$ cat src/rtl/itbm_arb.sv
// -----------------------------------------------------------------------------
// itbm_arb: two-requester arbiter and tag tracker in front of a shared LAT-cycle rotator.
// Rev 1.0 -- define ITBM_ARB_FIXED_PRIO_EN for strict requester-0 priority (default round-robin).
// -----------------------------------------------------------------------------
`default_nettype none

module itbm_arb #(
    parameter int LAT = 8
) (
    input  logic        clk,
    input  logic        reset_n,
    input  logic        i_clr,
    input  logic        i_req0_valid,
    input  logic [11:0] i_req0_x,
    input  logic [11:0] i_req0_y,
    input  logic [13:0] i_req0_z,
    input  logic        i_req1_valid,
    input  logic [11:0] i_req1_x,
    input  logic [11:0] i_req1_y,
    input  logic [13:0] i_req1_z,
    output logic        o_req0_ready,
    output logic        o_req1_ready,
    output logic        o_rot_start,
    output logic [11:0] o_rot_x,
    output logic [11:0] o_rot_y,
    output logic [13:0] o_rot_z,
    input  logic        i_rot_done,
    input  logic [11:0] i_rot_x,
    input  logic [11:0] i_rot_y,
    output logic        o_res0_valid,
    output logic [11:0] o_res0_x,
    output logic [11:0] o_res0_y,
    output logic        o_res1_valid,
    output logic [11:0] o_res1_x,
    output logic [11:0] o_res1_y,
    output logic [3:0]  o_inflight,
    output logic        o_err
);

    logic           grant0;
    logic           grant1;
    logic           issue_id;
    logic [LAT-1:0] tag_valid;
    logic [LAT-1:0] tag_live;
    logic [LAT-1:0] tag_id;
    logic           tail_valid;
    logic           tail_live;
    logic           tail_id;
    logic           hit;

`ifdef ITBM_ARB_FIXED_PRIO_EN
    always_comb begin
        grant0 = i_req0_valid & ~i_clr;
        grant1 = i_req1_valid & ~i_req0_valid & ~i_clr;
    end
`else
    logic last_id;  // requester granted most recently; reset to 1 so requester 0 wins first

    always_comb begin
        grant0 = i_req0_valid & ~i_clr & (~i_req1_valid | last_id);
        grant1 = i_req1_valid & ~i_clr & ~grant0;
    end

    always_ff @(posedge clk or negedge reset_n) begin
        if (!reset_n) begin
            last_id <= 1'b1;
        end else if (grant0 | grant1) begin
            last_id <= grant1;
        end
    end
`endif

    assign o_req0_ready = grant0;
    assign o_req1_ready = grant1;

    always_ff @(posedge clk or negedge reset_n) begin
        if (!reset_n) begin
            o_rot_start <= 1'b0;
            o_rot_x     <= '0;
            o_rot_y     <= '0;
            o_rot_z     <= '0;
            issue_id    <= 1'b0;
        end else begin
            o_rot_start <= grant0 | grant1;
            if (grant0) begin
                o_rot_x  <= i_req0_x;
                o_rot_y  <= i_req0_y;
                o_rot_z  <= i_req0_z;
                issue_id <= 1'b0;
            end else if (grant1) begin
                o_rot_x  <= i_req1_x;
                o_rot_y  <= i_req1_y;
                o_rot_z  <= i_req1_z;
                issue_id <= 1'b1;
            end
        end
    end

    // The head is loaded from the issue register so the tail lines up with the rotator strobe.
    always_ff @(posedge clk or negedge reset_n) begin
        if (!reset_n) begin
            tag_valid <= '0;
            tag_live  <= '0;
            tag_id    <= '0;
        end else begin
            tag_valid[0] <= o_rot_start;
            tag_live[0]  <= o_rot_start & ~i_clr;
            tag_id[0]    <= issue_id;
            for (int k = 1; k < LAT; k++) begin
                tag_valid[k] <= tag_valid[k-1];
                tag_live[k]  <= tag_live[k-1] & ~i_clr;
                tag_id[k]    <= tag_id[k-1];
            end
        end
    end

    assign tail_valid = tag_valid[LAT-1];
    assign tail_live  = tag_live[LAT-1];
    assign tail_id    = tag_id[LAT-1];
    assign hit        = tail_live & i_rot_done & ~i_clr;

    always_ff @(posedge clk or negedge reset_n) begin
        if (!reset_n) begin
            o_res0_valid <= 1'b0;
            o_res0_x     <= '0;
            o_res0_y     <= '0;
            o_res1_valid <= 1'b0;
            o_res1_x     <= '0;
            o_res1_y     <= '0;
        end else begin
            o_res0_valid <= hit & ~tail_id;
            o_res1_valid <= hit & tail_id;
            if (hit & ~tail_id) begin
                o_res0_x <= i_rot_x;
                o_res0_y <= i_rot_y;
            end
            if (hit & tail_id) begin
                o_res1_x <= i_rot_x;
                o_res1_y <= i_rot_y;
            end
        end
    end

    always_ff @(posedge clk or negedge reset_n) begin
        if (!reset_n) begin
            o_inflight <= '0;
            o_err      <= 1'b0;
        end else begin
            case ({o_rot_start, tail_valid})
                2'b10:   o_inflight <= o_inflight + 4'd1;
                2'b01:   o_inflight <= o_inflight - 4'd1;
                default: o_inflight <= o_inflight;
            endcase
            if (i_rot_done != tail_valid) begin
                o_err <= 1'b1;
            end
        end
    end

endmodule

`default_nettype wire

$ cat config.mk
export PLATFORM = sky130hd
export DESIGN_NAME = itbm_arb
export DESIGN_NICKNAME = d
export VERILOG_FILES = /design/src/rtl/itbm_arb.sv
export SDC_FILE = /design/constraint.sdc
export NUM_CORES = 1
export LEC_CHECK = 0
export ABC_AREA = 1
export BUFFER_PORTS_ARGS = -buffer_cell sky130_fd_sc_hd__buf_4
export CAP_MARGIN = 0
export CORE_MARGIN = 1.5
export CORE_UTILIZATION = 40
export DETAILED_ROUTE_END_ITERATION = 8
export PLACE_DENSITY = 0.77
export SYNTH_ARGS = -nofsm -noshare
export SYNTH_HDL_FRONTEND = slang
export SYNTH_SLANG_ARGS = --single-unit
$ cat constraint.sdc
create_clock -name clk -period 2.8 [get_ports clk]
set_input_delay 0.56 -clock clk [delete_from_list [all_inputs] [get_ports clk]]
set_output_delay 0.56 -clock clk [all_outputs]
set_load 0.005 [all_outputs]
==> flow_metrics.tcl <==
set metrics [dict create \
    status "finished, final reports clean" \
    grt_max_degree 61 \
    cts_setup_buffers 0 \
    crit_slowest_cell "dfstp_2" \
    cp_slowest_stage_delay_ns 0.52 \
    rows 39 \
    start_kind "register" \
    fillers 924 \
    place_congestion 0.8597 \
    cts_tree "done" \
    num_vias 3979 \
    path_cells "inv_1 > nand2_1 > nand3_4 > inv_2 > nor2_4 > buf_4" \
    worst_pin_slew_ns 0.7701 \
    io_pins 202 \
    diodes 0 \
    hold_violations 0 \
    die_x_um 110.6 \
    cts_sinks 120 \
    drv_cap 0 \
    wl_per_cell_um 13.58 \
    maxSlewHeadroom_pct 48.48 \
    vias_per_cell 4.714 \
    finish.utilization_pct 59.71 \
    start_util_pct 40.72 \
    ir_drop_uv 497.9 \
    worstSetupEndpointType "primary output" \
    clk_pin_slew_ns 0.06 \
    post_cts_resized 0 \
    antenna_found_initial 0 \
    hold_buffers 0 \
    ys_seq_area_share_pct 64.89 \
    dpl.cell_count 812 \
    synthCells 485 \
    netlist.area_leader.share_pct 64.32 \
    arrival_ns 1.40 \
    async_reset_ff_share_pct 100.0 \
    crit_type "reg2out" \
    ys_types 22 \
    syn_nets 594 \
    first_global_vias 3896 \
    critPathLaunch "last_id" \
    grt_pass1_wl_um 19020 \
    clk_path_buf_depth 2 \
    grt.overflow.total 0 \
    cts-buffers-inserted 17 \
    clock_latency_ns 0.40 \
    avgSynthCellArea_um2 9.545 \
    dp_hpwl_um 8237 \
    ys_warn_count 0 \
    dieArea_um2 12230 \
    reg2regPathDepth 10 \
    crit_fanout 3 \
    grt_usage_pct 19.30 \
    postPlaceCellArea_um2 6237 \
    totalNegativeSetupSlack_ns 0 \
    drtAntennaViolNets 0 \
    p_leak_nw 3.638 \
    clockRootBuffer "clkbuf_16" \
    critical_path_required_ns 2.24 \
    synth_edf_count 0 \
    worstReg2RegStart "o_rot_start" \
    crit_end "o_req1_ready" \
    synth_flop_cell "dfrtp_1" \
    fmax_mhz 511.2 \
    r2r_setup_slack_ns 1.16 \
    h-tree-depth 4 \
    synth_top_cell_by_area "dfrtp_1" \
    drc_errors 0 \
    synthTopCellsByCount "nand2_1 (177), dfrtp_1 (119), inv_1 (43)" \
    finalWirelength_um 11460 \
    report.final.setup_viol 0 \
    worst-path-buf-inv 3 \
    min_period_over_period_pct 69.87 \
    layout-drive-gt1-share_pct 35.09 \
    synth_area_um2 4629 \
    synth_seq_cells 120 \
    die_y_um 110.6 \
    port_buffers 201 \
    cp.depth 6 \
    fin_nets 797 \
    initialDrtViolationCount 303 \
    ys_top_cells_by_area "dfrtp_1 (64%), nand2_1 (14%), nand3_1 (4.5%)" \
    coreArea_um2 11370 \
    area_growth_syn_to_layout_pct 46.65 \
    r2r_end "o_inflight[2]" \
    rsz0062_at_grt "false" \
    final_area_um2 6789 \
    drv_slew 0 \
    synth.most_common_cell "nand2_1" \
    powerDensity_nw_per_um2 696.3 \
    final_cells 844 \
    fin_crit_ns 1.956 \
    path_delay_family "flip-flops" \
    finalClockSkew_ns 0.01334 \
    hp-class "in2async" \
    firstDrtPassIters 4 \
]
-- power breakdown --
part / internal [mW] / leakage (nW) / switching (mW)
Sequential: 1.91 / 1.55 / 0.117
Clock: 1.24 / 0.259 / 0.753
Combinational: 0.383 / 1.83 / 0.324
-- cells by family after synthesis --
kind of cell	share of synthesized area, %
AND/OR/NAND/NOR	21.08
flip-flops	64.89
buffers and inverters	6.757
AO/OA/AOI/OAI	6.081
adder cells (fa/ha/maj)	0.8109
XOR/XNOR	0.3784
-- flip-flops by register name, indices dropped and copies added, names as in the netlist, 8 cells and up --
register,count
o_res0_x,12
o_res0_y,12
o_res1_x,12
o_res1_y,12
o_rot_x,12
o_rot_y,12
o_rot_z,14
tag_id,8
tag_live,8
tag_valid,8
-- worst register-to-register path: stages, from the launching register on --
cell and delay [ns]:
dfrtp_1 0.39, inv_1 0.13, ha_1 0.23, nand2_1 0.06
inv_1 0.07, nor2_1 0.06, ha_1 0.17, a21oi_1 0.18
nand3_1 0.09, nand2_1 0.07, o22ai_1 0.06
-- final cells by class --
class	count	area (um^2)	share of cell area, %
flip-flops and latches	120	3004	44.25
clock buffers	21	450.4	6.635
multi-input cells	296	1313	19.33
inverters	46	175.2	2.580
clock inverters	11	101.3	1.493
repair buffers	207	1567	23.07
well taps	143	178.9	2.635
-- routing by layer --
| layer | global-route usage [%] | share of wire (%) | vias up | wire length, um |
|---|---|---|---|---|
| li1 | - | - | 1922 | - |
| met1 | 24.47 | 43 | 1856 | 4889 |
| met2 | 31.07 | 47 | 189 | 5394 |
| met3 | 7.300 | 9.3 | 12 | 1061 |
| met4 | 5.385 | 1.0 | 0 | 115 |
| met5 | 0 | 0 | - | 0 |
-- layout by cell type, fill, tap and decap left out --
master / netlist / final
inv_4: 1 / 1
clkinv_4: 0 / 3
nand2_4: 1 / 1
clkinvlp_4: 0 / 4
nand3_1: 42 / 42
o22ai_1: 1 / 1
inv_2: 2 / 2
bufinv_16: 0 / 1
clkbuf_16: 0 / 17
buf_4: 2 / 206
xnor2_1: 2 / 2
o21ai_0: 40 / 40
buf_12: 0 / 1
nand2_2: 2 / 2
nand3_4: 1 / 1
nand2_1: 177 / 177
clkbuf_1: 6 / 3
clkbuf_8: 0 / 1
a21oi_1: 5 / 5
inv_1: 43 / 43
nor2_4: 2 / 2
dfrtp_1: 119 / 119
o21ai_1: 10 / 10
dfstp_2: 1 / 1
ha_1: 3 / 3
nor2_1: 10 / 10
clkinv_2: 0 / 3
-- metrics by stage --
| step | setup WS [ns] | hold WS, ns | power [mW] |
|---|---|---|---|
| finish | 0.8437 | 0.1769 | 4.727 |
| global placement | 1.076 | 0.3312 | 2.735 |
| global route | 0.7544 | 0.2218 | 4.950 |
| CTS | 0.8171 | 0.1870 | 4.789 |
| floorplan | 1.115 | 0.2644 | 2.312 |
| detailed placement | 1.023 | 0.3347 | 2.770 |
-- worst min path at each step --
stage	startpoint	end	slack [ns]	depth (start not counted)
floorplan	reset_n	issue_id	0.26	0
global placement	tag_id[5]	tag_id[6]	0.33	0
detailed placement	tag_id[6]	tag_id[7]	0.33	0
CTS	reset_n	o_res0_x[8]	0.19	1
global route	reset_n	o_res0_x[8]	0.22	1
finish	reset_n	o_res0_x[8]	0.18	1
Power figures use the tool's default switching activity.
